<file path="src/rtl/usbf_txn_seq_pkg.sv">
// Shared types and constants for the USB function transaction sequencer.
//  state_e  : sequencer FSM states
//  HS_*     : handshake PID codes presented on hs_pid
//  pid_t    : one-hot decoded PID strobes from the packet decoder
//  hs_code  : STALL/ACK/NAK selection from endpoint halt and readiness
package usbf_txn_seq_pkg;

  typedef enum logic [2:0] {
    ST_IDLE     = 3'd0,
    ST_RX_DATA  = 3'd1,
    ST_HS       = 3'd2,
    ST_TX_DATA  = 3'd3,
    ST_WAIT_ACK = 3'd4
  } state_e;

  localparam logic [1:0] HS_ACK   = 2'b00;
  localparam logic [1:0] HS_NAK   = 2'b01;
  localparam logic [1:0] HS_STALL = 2'b10;

  localparam int unsigned NUM_EP_DEF = 4;
  localparam int unsigned TO_CYC_DEF = 40;

  typedef struct packed {
    logic tok_out;
    logic tok_in;
    logic tok_setup;
    logic tok_sof;
    logic tok_ping;
    logic hs_ack;
    logic data0;
    logic data1;
  } pid_t;

  // Halt dominates; otherwise ACK only when the endpoint can take a packet.
  function automatic logic [1:0] hs_code(input logic stall, input logic rdy);
    if (stall) return HS_STALL;
    else if (rdy) return HS_ACK;
    else return HS_NAK;
  endfunction

endpackage

</file>
<file path="src/rtl/usbf_txn_seq_timer.sv">
// Bus turnaround timer: clearable, enabled, saturating at TO_CYC.
//  clk, rst : clock, async active-low reset
//  clr      : restart count from zero
//  en       : count this cycle
//  hit_c    : count reaches TO_CYC on the coming edge (combinational)
module usbf_txn_seq_timer #(
  parameter int unsigned TO_CYC = 40,
  localparam int unsigned CW = $clog2(TO_CYC + 1)
) (
  input  logic clk,
  input  logic rst,
  input  logic clr,
  input  logic en,
  output logic hit_c
);

  logic [CW-1:0] cnt;

  // Saturating up-counter
  always_ff @(posedge clk or negedge rst) begin
    if (!rst) begin
      cnt <= '0;
    end else if (clr) begin
      cnt <= '0;
    end else if (en && (cnt != CW'(TO_CYC))) begin
      cnt <= cnt + CW'(1);
    end
  end

  // Flag the edge on which the count arrives at TO_CYC so the owner can act
  // in the same cycle the limit is reached.
  assign hit_c = en && !clr && (cnt >= CW'(TO_CYC - 1));

endmodule

</file>
<file path="src/rtl/usbf_txn_seq.sv">
// USB function transaction sequencer.
// Consumes decoded tokens/PIDs and end-of-data status, decides each
// transaction outcome, drives the TX assembler through req/done handshakes
// and owns the per-endpoint DATA0/DATA1 toggles and turnaround timeout.
//  Inputs : clk, rst (async active-low), fa, token_valid/fadr/endp, crc5_err,
//           pid_cks_err, pid_* strobes, rx_data_done, crc16_err, ep_stall,
//           ep_rx_rdy, ep_tx_rdy, hs_done, tx_done
//  Outputs: send_hs/hs_pid, tx_req/tx_pid1, ep_sel, buf_commit, buf_rewind,
//           in_acked, frame_tick, to_err (all registered)
module usbf_txn_seq
  import usbf_txn_seq_pkg::*;
#(
  parameter int unsigned NUM_EP = NUM_EP_DEF,
  parameter int unsigned TO_CYC = TO_CYC_DEF
) (
  input  logic              clk,
  input  logic              rst,
  input  logic [6:0]        fa,
  input  logic              token_valid,
  input  logic [6:0]        token_fadr,
  input  logic [3:0]        token_endp,
  input  logic              crc5_err,
  input  logic              pid_cks_err,
  input  logic              pid_OUT,
  input  logic              pid_IN,
  input  logic              pid_SETUP,
  input  logic              pid_SOF,
  input  logic              pid_PING,
  input  logic              pid_ACK,
  input  logic              pid_DATA0,
  input  logic              pid_DATA1,
  input  logic              rx_data_done,
  input  logic              crc16_err,
  input  logic [NUM_EP-1:0] ep_stall,
  input  logic [NUM_EP-1:0] ep_rx_rdy,
  input  logic [NUM_EP-1:0] ep_tx_rdy,
  output logic              send_hs,
  output logic [1:0]        hs_pid,
  input  logic              hs_done,
  output logic              tx_req,
  output logic              tx_pid1,
  input  logic              tx_done,
  output logic [3:0]        ep_sel,
  output logic              buf_commit,
  output logic              buf_rewind,
  output logic              in_acked,
  output logic              frame_tick,
  output logic              to_err
);

  localparam int unsigned EW = (NUM_EP > 1) ? $clog2(NUM_EP) : 1;

  state_e            state, state_nxt;
  logic              is_setup, is_setup_nxt;
  logic [NUM_EP-1:0] tog_out, tog_out_nxt;
  logic [NUM_EP-1:0] tog_in, tog_in_nxt;
  logic              send_hs_nxt, tx_req_nxt, tx_pid1_nxt;
  logic [1:0]        hs_pid_nxt;
  logic [3:0]        ep_sel_nxt;
  logic              commit_nxt, rewind_nxt, acked_nxt, frame_nxt, to_err_nxt;
  logic              tmr_clr_c, tmr_en_c, tmr_hit_c;
  logic              good_tok_c, accept_c;
  logic [EW-1:0]     tok_idx, sel_idx;
  pid_t              pid;

  assign pid = '{tok_out: pid_OUT, tok_in: pid_IN, tok_setup: pid_SETUP,
                 tok_sof: pid_SOF, tok_ping: pid_PING, hs_ack: pid_ACK,
                 data0: pid_DATA0, data1: pid_DATA1};

  assign good_tok_c = token_valid && !crc5_err && !pid_cks_err;
  assign accept_c   = good_tok_c && (token_fadr == fa) &&
                      (32'(token_endp) < NUM_EP) && (state == ST_IDLE);
  assign tok_idx    = EW'(token_endp);
  assign sel_idx    = EW'(ep_sel);
  assign tmr_en_c   = (state == ST_RX_DATA) || (state == ST_WAIT_ACK);

  usbf_txn_seq_timer #(.TO_CYC(TO_CYC)) u_timer (
    .clk   (clk),
    .rst   (rst),
    .clr   (tmr_clr_c),
    .en    (tmr_en_c),
    .hit_c (tmr_hit_c)
  );

  // Next-state and next-output decode
  always_comb begin
    state_nxt    = state;
    is_setup_nxt = is_setup;
    tog_out_nxt  = tog_out;
    tog_in_nxt   = tog_in;
    send_hs_nxt  = send_hs;
    hs_pid_nxt   = hs_pid;
    tx_req_nxt   = tx_req;
    tx_pid1_nxt  = tx_pid1;
    ep_sel_nxt   = ep_sel;
    commit_nxt   = 1'b0;
    rewind_nxt   = 1'b0;
    acked_nxt    = 1'b0;
    to_err_nxt   = 1'b0;
    tmr_clr_c    = 1'b0;
    // SOF is observed in every state and never disturbs the sequencer.
    frame_nxt    = good_tok_c && pid.tok_sof;

    case (state)
      ST_IDLE: begin
        if (accept_c) begin
          if (pid.tok_out || pid.tok_setup) begin
            ep_sel_nxt   = token_endp;
            is_setup_nxt = pid.tok_setup;
            tmr_clr_c    = 1'b1;
            state_nxt    = ST_RX_DATA;
          end else if (pid.tok_ping) begin
            ep_sel_nxt  = token_endp;
            hs_pid_nxt  = hs_code(ep_stall[tok_idx], ep_rx_rdy[tok_idx]);
            send_hs_nxt = 1'b1;
            state_nxt   = ST_HS;
          end else if (pid.tok_in) begin
            ep_sel_nxt = token_endp;
            if (ep_stall[tok_idx] || !ep_tx_rdy[tok_idx]) begin
              hs_pid_nxt  = ep_stall[tok_idx] ? HS_STALL : HS_NAK;
              send_hs_nxt = 1'b1;
              state_nxt   = ST_HS;
            end else begin
              tx_req_nxt  = 1'b1;
              tx_pid1_nxt = tog_in[tok_idx];
              state_nxt   = ST_TX_DATA;
            end
          end
        end
      end

      ST_RX_DATA: begin
        // Data arrival beats a timeout landing on the same edge.
        if (rx_data_done) begin
          if (crc16_err || !(pid.data0 || pid.data1) ||
              (is_setup && !pid.data0)) begin
            rewind_nxt = 1'b1;
            state_nxt  = ST_IDLE;
          end else begin
            send_hs_nxt = 1'b1;
            state_nxt   = ST_HS;
            if (is_setup) begin
              // SETUP is always taken and resynchronises both directions.
              hs_pid_nxt           = HS_ACK;
              commit_nxt           = 1'b1;
              tog_out_nxt[sel_idx] = 1'b1;
              tog_in_nxt[sel_idx]  = 1'b1;
            end else if (ep_stall[sel_idx]) begin
              hs_pid_nxt = HS_STALL;
              rewind_nxt = 1'b1;
            end else if (!ep_rx_rdy[sel_idx]) begin
              hs_pid_nxt = HS_NAK;
              rewind_nxt = 1'b1;
            end else if (pid.data1 != tog_out[sel_idx]) begin
              // Retransmission of a packet already taken: ACK so the host
              // moves on, but drop the copy.
              hs_pid_nxt = HS_ACK;
              rewind_nxt = 1'b1;
            end else begin
              hs_pid_nxt           = HS_ACK;
              commit_nxt           = 1'b1;
              tog_out_nxt[sel_idx] = !tog_out[sel_idx];
            end
          end
        end else if (tmr_hit_c) begin
          to_err_nxt = 1'b1;
          state_nxt  = ST_IDLE;
        end
      end

      ST_HS: begin
        if (hs_done) begin
          send_hs_nxt = 1'b0;
          state_nxt   = ST_IDLE;
        end
      end

      ST_TX_DATA: begin
        if (tx_done) begin
          tx_req_nxt = 1'b0;
          tmr_clr_c  = 1'b1;
          state_nxt  = ST_WAIT_ACK;
        end
      end

      ST_WAIT_ACK: begin
        // Host ACK carries no address; a lost ACK leaves the toggle for retry.
        if (good_tok_c && pid.hs_ack) begin
          tog_in_nxt[sel_idx] = !tog_in[sel_idx];
          acked_nxt           = 1'b1;
          state_nxt           = ST_IDLE;
        end else if (tmr_hit_c) begin
          to_err_nxt = 1'b1;
          state_nxt  = ST_IDLE;
        end
      end

      default: state_nxt = ST_IDLE;
    endcase
  end

  // State, toggle and output registers
  always_ff @(posedge clk or negedge rst) begin
    if (!rst) begin
      state      <= ST_IDLE;
      is_setup   <= 1'b0;
      tog_out    <= '0;
      tog_in     <= '0;
      send_hs    <= 1'b0;
      hs_pid     <= 2'b00;
      tx_req     <= 1'b0;
      tx_pid1    <= 1'b0;
      ep_sel     <= 4'd0;
      buf_commit <= 1'b0;
      buf_rewind <= 1'b0;
      in_acked   <= 1'b0;
      frame_tick <= 1'b0;
      to_err     <= 1'b0;
    end else begin
      state      <= state_nxt;
      is_setup   <= is_setup_nxt;
      tog_out    <= tog_out_nxt;
      tog_in     <= tog_in_nxt;
      send_hs    <= send_hs_nxt;
      hs_pid     <= hs_pid_nxt;
      tx_req     <= tx_req_nxt;
      tx_pid1    <= tx_pid1_nxt;
      ep_sel     <= ep_sel_nxt;
      buf_commit <= commit_nxt;
      buf_rewind <= rewind_nxt;
      in_acked   <= acked_nxt;
      frame_tick <= frame_nxt;
      to_err     <= to_err_nxt;
    end
  end

endmodule

</file>
<file path="config.mk">
export PLATFORM = sky130hd
export DESIGN_NAME = usbf_txn_seq
export DESIGN_NICKNAME = d
export VERILOG_FILES = /design/src/rtl/usbf_txn_seq_pkg.sv /design/src/rtl/usbf_txn_seq_timer.sv /design/src/rtl/usbf_txn_seq.sv
export SDC_FILE = /design/constraint.sdc
export NUM_CORES = 1
export LEC_CHECK = 0
export ABC_CLOCK_PERIOD_IN_PS = 2100
export CAP_MARGIN = 20
export CORE_ASPECT_RATIO = 1.2
export CORE_MARGIN = 3
export CORE_UTILIZATION = 44
export DETAILED_ROUTE_END_ITERATION = 7
export GPL_TIMING_DRIVEN = 0
export PLACE_DENSITY_LB_ADDON = 0.05
export SLEW_MARGIN = 40
export SYNTH_ARGS = -nofsm -noshare
export SYNTH_HDL_FRONTEND = slang
export SYNTH_SLANG_ARGS = --single-unit
</file>
<file path="constraint.sdc">
create_clock -name clk -period 2.1 [get_ports clk]
set_input_delay 0.315 -clock clk [delete_from_list [all_inputs] [get_ports clk]]
set_output_delay 0.315 -clock clk [all_outputs]
set_load 0.02 [all_outputs]
</file>
==> metrics <==
status=finished, final reports clean; routability-driven placement congestion ratio=between 0.7 and 0.8; crit path kind=in -> reg; register area share after synthesis=between 30% and 40%; Hold Path Depth=3; via count of the routed design=between 1500 and 2000; vias in the first global route=about 1800; largest net degree at the start of global routing=18; Root Buffer=clkbuf_8; CTS tree=done; switching part of the total=27.1%; Crit. End Element=flop; latest clock arrival within the worst-skew pair=0.29 ns; drt total wl=4.87 mm; Final Net Count=317; core area=4360 um2; Ant. Diodes=0; Final HPWL DP=3.84 mm; Worst Path Max Fanout=3; CP arrival=2.23 ns; endpoint of the worst hold path=frame_tick; Reg clk slew, reported paths=0.07 ns; Yosys reg bits=32; number of flops mapped to enable cells by yosys=0; Worst Clk Skew=about 0.0074 ns; first-pass GRT wire length=around 8 mm; Clk pwr share=33.9%; RR Startpoint=state[0]; static leakage=1.28 nW; total CTS buffers=5; DR DRC count=0; crit share post-route=98.0%; startpoint types=input pin; Die W=68.0 um; Comb pwr share=22.7%; io pins=61; Flop pwr share=43.4%; worst endpoint required time=approximately 2.3 ns; P&R area growth vs syn=45.5%; share of post-route cells with drive strength above 1=17.5%; worst slew pin tran=0.626 ns; Rel. slew slack=approximately 58%; Num Clock Sinks=32; initial drt markers=89; worst r2r dst=ep_sel[0]; PwrDens=between 500 and 600 nW/um2; Final ANT Viol Nets=0; post-synthesis cell type count=52; final non-filler cell total=325; final hold viol count=0; Post-Syn Nets=243; Setup TNS=0 ns; DP Cell Count=just over 300; Initial Utilization=46.6%; Synthesis Warnings=0; num rows=26; Worst Hold Class=in -> reg; worst reg-to-reg path cell count=6; asr flop ratio synth=100%; maximum VDD drop=0.000340 V; via/cell ratio=5.49; Avg WL per Cell=15.0 um; synthesized area=just over 2000 um2; Max Clock Freq=486 MHz; ys flop type=dfrtp_1; GRT Util Overall=a little under a fifth; initial antenna violation count=0; cell count after synthesis=194; syn avg cell area=10.5 um2; beginning of the critical path=token_fadr[0]; Max Slew Vio Count=0; Net Sw Power=0.469 mW; H-Tree Level Count=2; clk buf depth=2; Pre-antenna DRT Iters=4; Internal=1.26 mW; maxcap violations=0; Setup violations, final=0; Die Height=80.4 um; hold_sp=pid_cks_err; count of input and output buffers=60; remaining global-route overflow=0; reg-to-reg slack, setup=0.10 ns; area of the die=roughly 5500 um2; shortest period the worst path allows=2.06 ns
-- routing by layer --
layer	track usage (%)	vias to the layer above	part of all wire [%]
met4	5.57	0	1.3
met3	4.62	6	4.6
met1	23.8	867	41
met2	32.5	50	53
met5	0	-	0
li1	-	862	-
-- state kept, by name, indices dropped and copies added, names as in the netlist --
name and cells:
hs_pid 2, tog_out 4, in_acked 1, is_setup 1, ep_sel 4, send_hs 1
buf_rewind 1, state 3, buf_commit 1, tx_pid1 1, to_err 1, tog_in 4
frame_tick 1, u_timer.cnt 6, tx_req 1
-- layout by cell type, fill, tap and decap left out, types with 4 or more instances in the layout --
master and count:
o21ai_0 9, nand3_1 7, dlymetal6s2s_1 4, nor3_1 7, nand2_1 13, clkbuf_1 4, dfrtp_1 32, buf_4 6
mux2_2 10, inv_1 8, xnor2_1 8, xnor2_2 4, clkbuf_8 5, a22o_1 4, nor2_1 21, clkdlybuf4s50_1 53
mux4_1 5
-- how the worst max path moves through the flow --
| stage | end | slack, ns | cells after the start |
|---|---|---|---|
| 3_3_place_gp | hs_pid[1] | -0.47 | 6 |
| 5_1_grt | ep_sel[0] | -0.02 | 6 |
| 6_report | ep_sel[0] | 0.04 | 6 |
| 3_5_place_dp | hs_pid[0] | -0.46 | 6 |
| 2_1_floorplan | tog_out[3] | 0.18 | 6 |
| 4_1_cts | u_timer.cnt[1] | -0.05 | 6 |
-- synthesized netlist by cell type, types with 2 or more instances --
| cell | n | share of area (%) |
|---|---|---|
| a211oi_1 | 3 | 1.1 |
| a21oi_1 | 2 | 0.49 |
| a22o_1 | 4 | 1.7 |
| and2b_1 | 3 | 1.1 |
| and3_1 | 2 | 0.62 |
| and4_1 | 2 | 0.86 |
| clkbuf_1 | 3 | 0.55 |
| dfrtp_1 | 32 | 39 |
| ha_1 | 2 | 1.2 |
| inv_1 | 8 | 1.5 |
| mux2_2 | 11 | 6.1 |
| mux2i_1 | 2 | 0.99 |
| mux4_1 | 5 | 6.5 |
| mux4_2 | 2 | 2.2 |
| nand2_1 | 13 | 2.4 |
| nand2b_1 | 3 | 0.92 |
| nand3_1 | 8 | 2.0 |
| nand3b_1 | 2 | 0.74 |
| nand4_1 | 3 | 0.92 |
| nor2_1 | 22 | 4.1 |
| nor2b_1 | 3 | 0.92 |
| nor3_1 | 7 | 1.7 |
| nor4_1 | 3 | 0.92 |
| o21ai_0 | 9 | 2.2 |
| o21ai_1 | 2 | 0.49 |
| or2b_1 | 2 | 0.74 |
| xnor2_1 | 11 | 4.7 |
-- through the flow --
stage	setup WS [ns]	power [mW]	hold slack [ns]	util (%)	area [um2]
floorplan	0.180	0.954	0.0194	-	2030
global placement	-0.468	1.12	0.463	61.9	2700
detailed placement	-0.462	1.14	0.277	62.5	2720
CTS	-0.0459	1.73	0.491	65.3	2850
global route	-0.0152	1.82	0.425	67.7	2950
finish	0.0417	1.73	0.430	67.7	2950
-- timing repair --
| action | in CTS | in global routing |
|---|---|---|
| hold buffers | 1 | 0 |
| buffers inserted | 1 | 4 |
| setup endpoints to repair | 8 | 13 |
| cloned | 0 | 0 |
| endpoints found under the hold margin | 15 | 0 |
| pin swaps | 1 | 9 |
| gates resized for setup | 3 | 15 |
-- power by group through the flow --
stage	sequential (mW)	combinational [mW]	clock, mW
2_1_floorplan	0.753	0.201	0
3_3_place_gp	0.757	0.364	0
3_5_place_dp	0.760	0.379	0
4_1_cts	0.752	0.382	0.601
5_1_grt	0.761	0.434	0.625
6_report	0.751	0.392	0.586
-- cells by family after synthesis --
logic type	synth area share [%]
xor+xnor	5.55
simple gates	22.5
compound gates	12.3
buf+inv	3.21
fa+ha+maj	1.23
flops	39.5
mux	15.8
-- critical path: stages --
cell	delay [ns]
clkdlybuf4s50_1	0.50
xnor2_2	0.13
nand4_1	0.16
or4_4	0.60
nor2_4	0.17
mux2_2	0.35
-- layout make-up --
cell class / count / area [um2]
plain buffers: 6 / 35.0
clock buffers: 6 / 72.6
clock inverters: 2 / 35.0
fillers: 341 / 1410
inverters: 8 / 30.0
multi-input cells: 148 / 1230
flip-flops and latches: 32 / 801
well taps: 56 / 70.1
repair buffers: 67 / 678
Note: power is estimated with default switching activity, not from simulation.
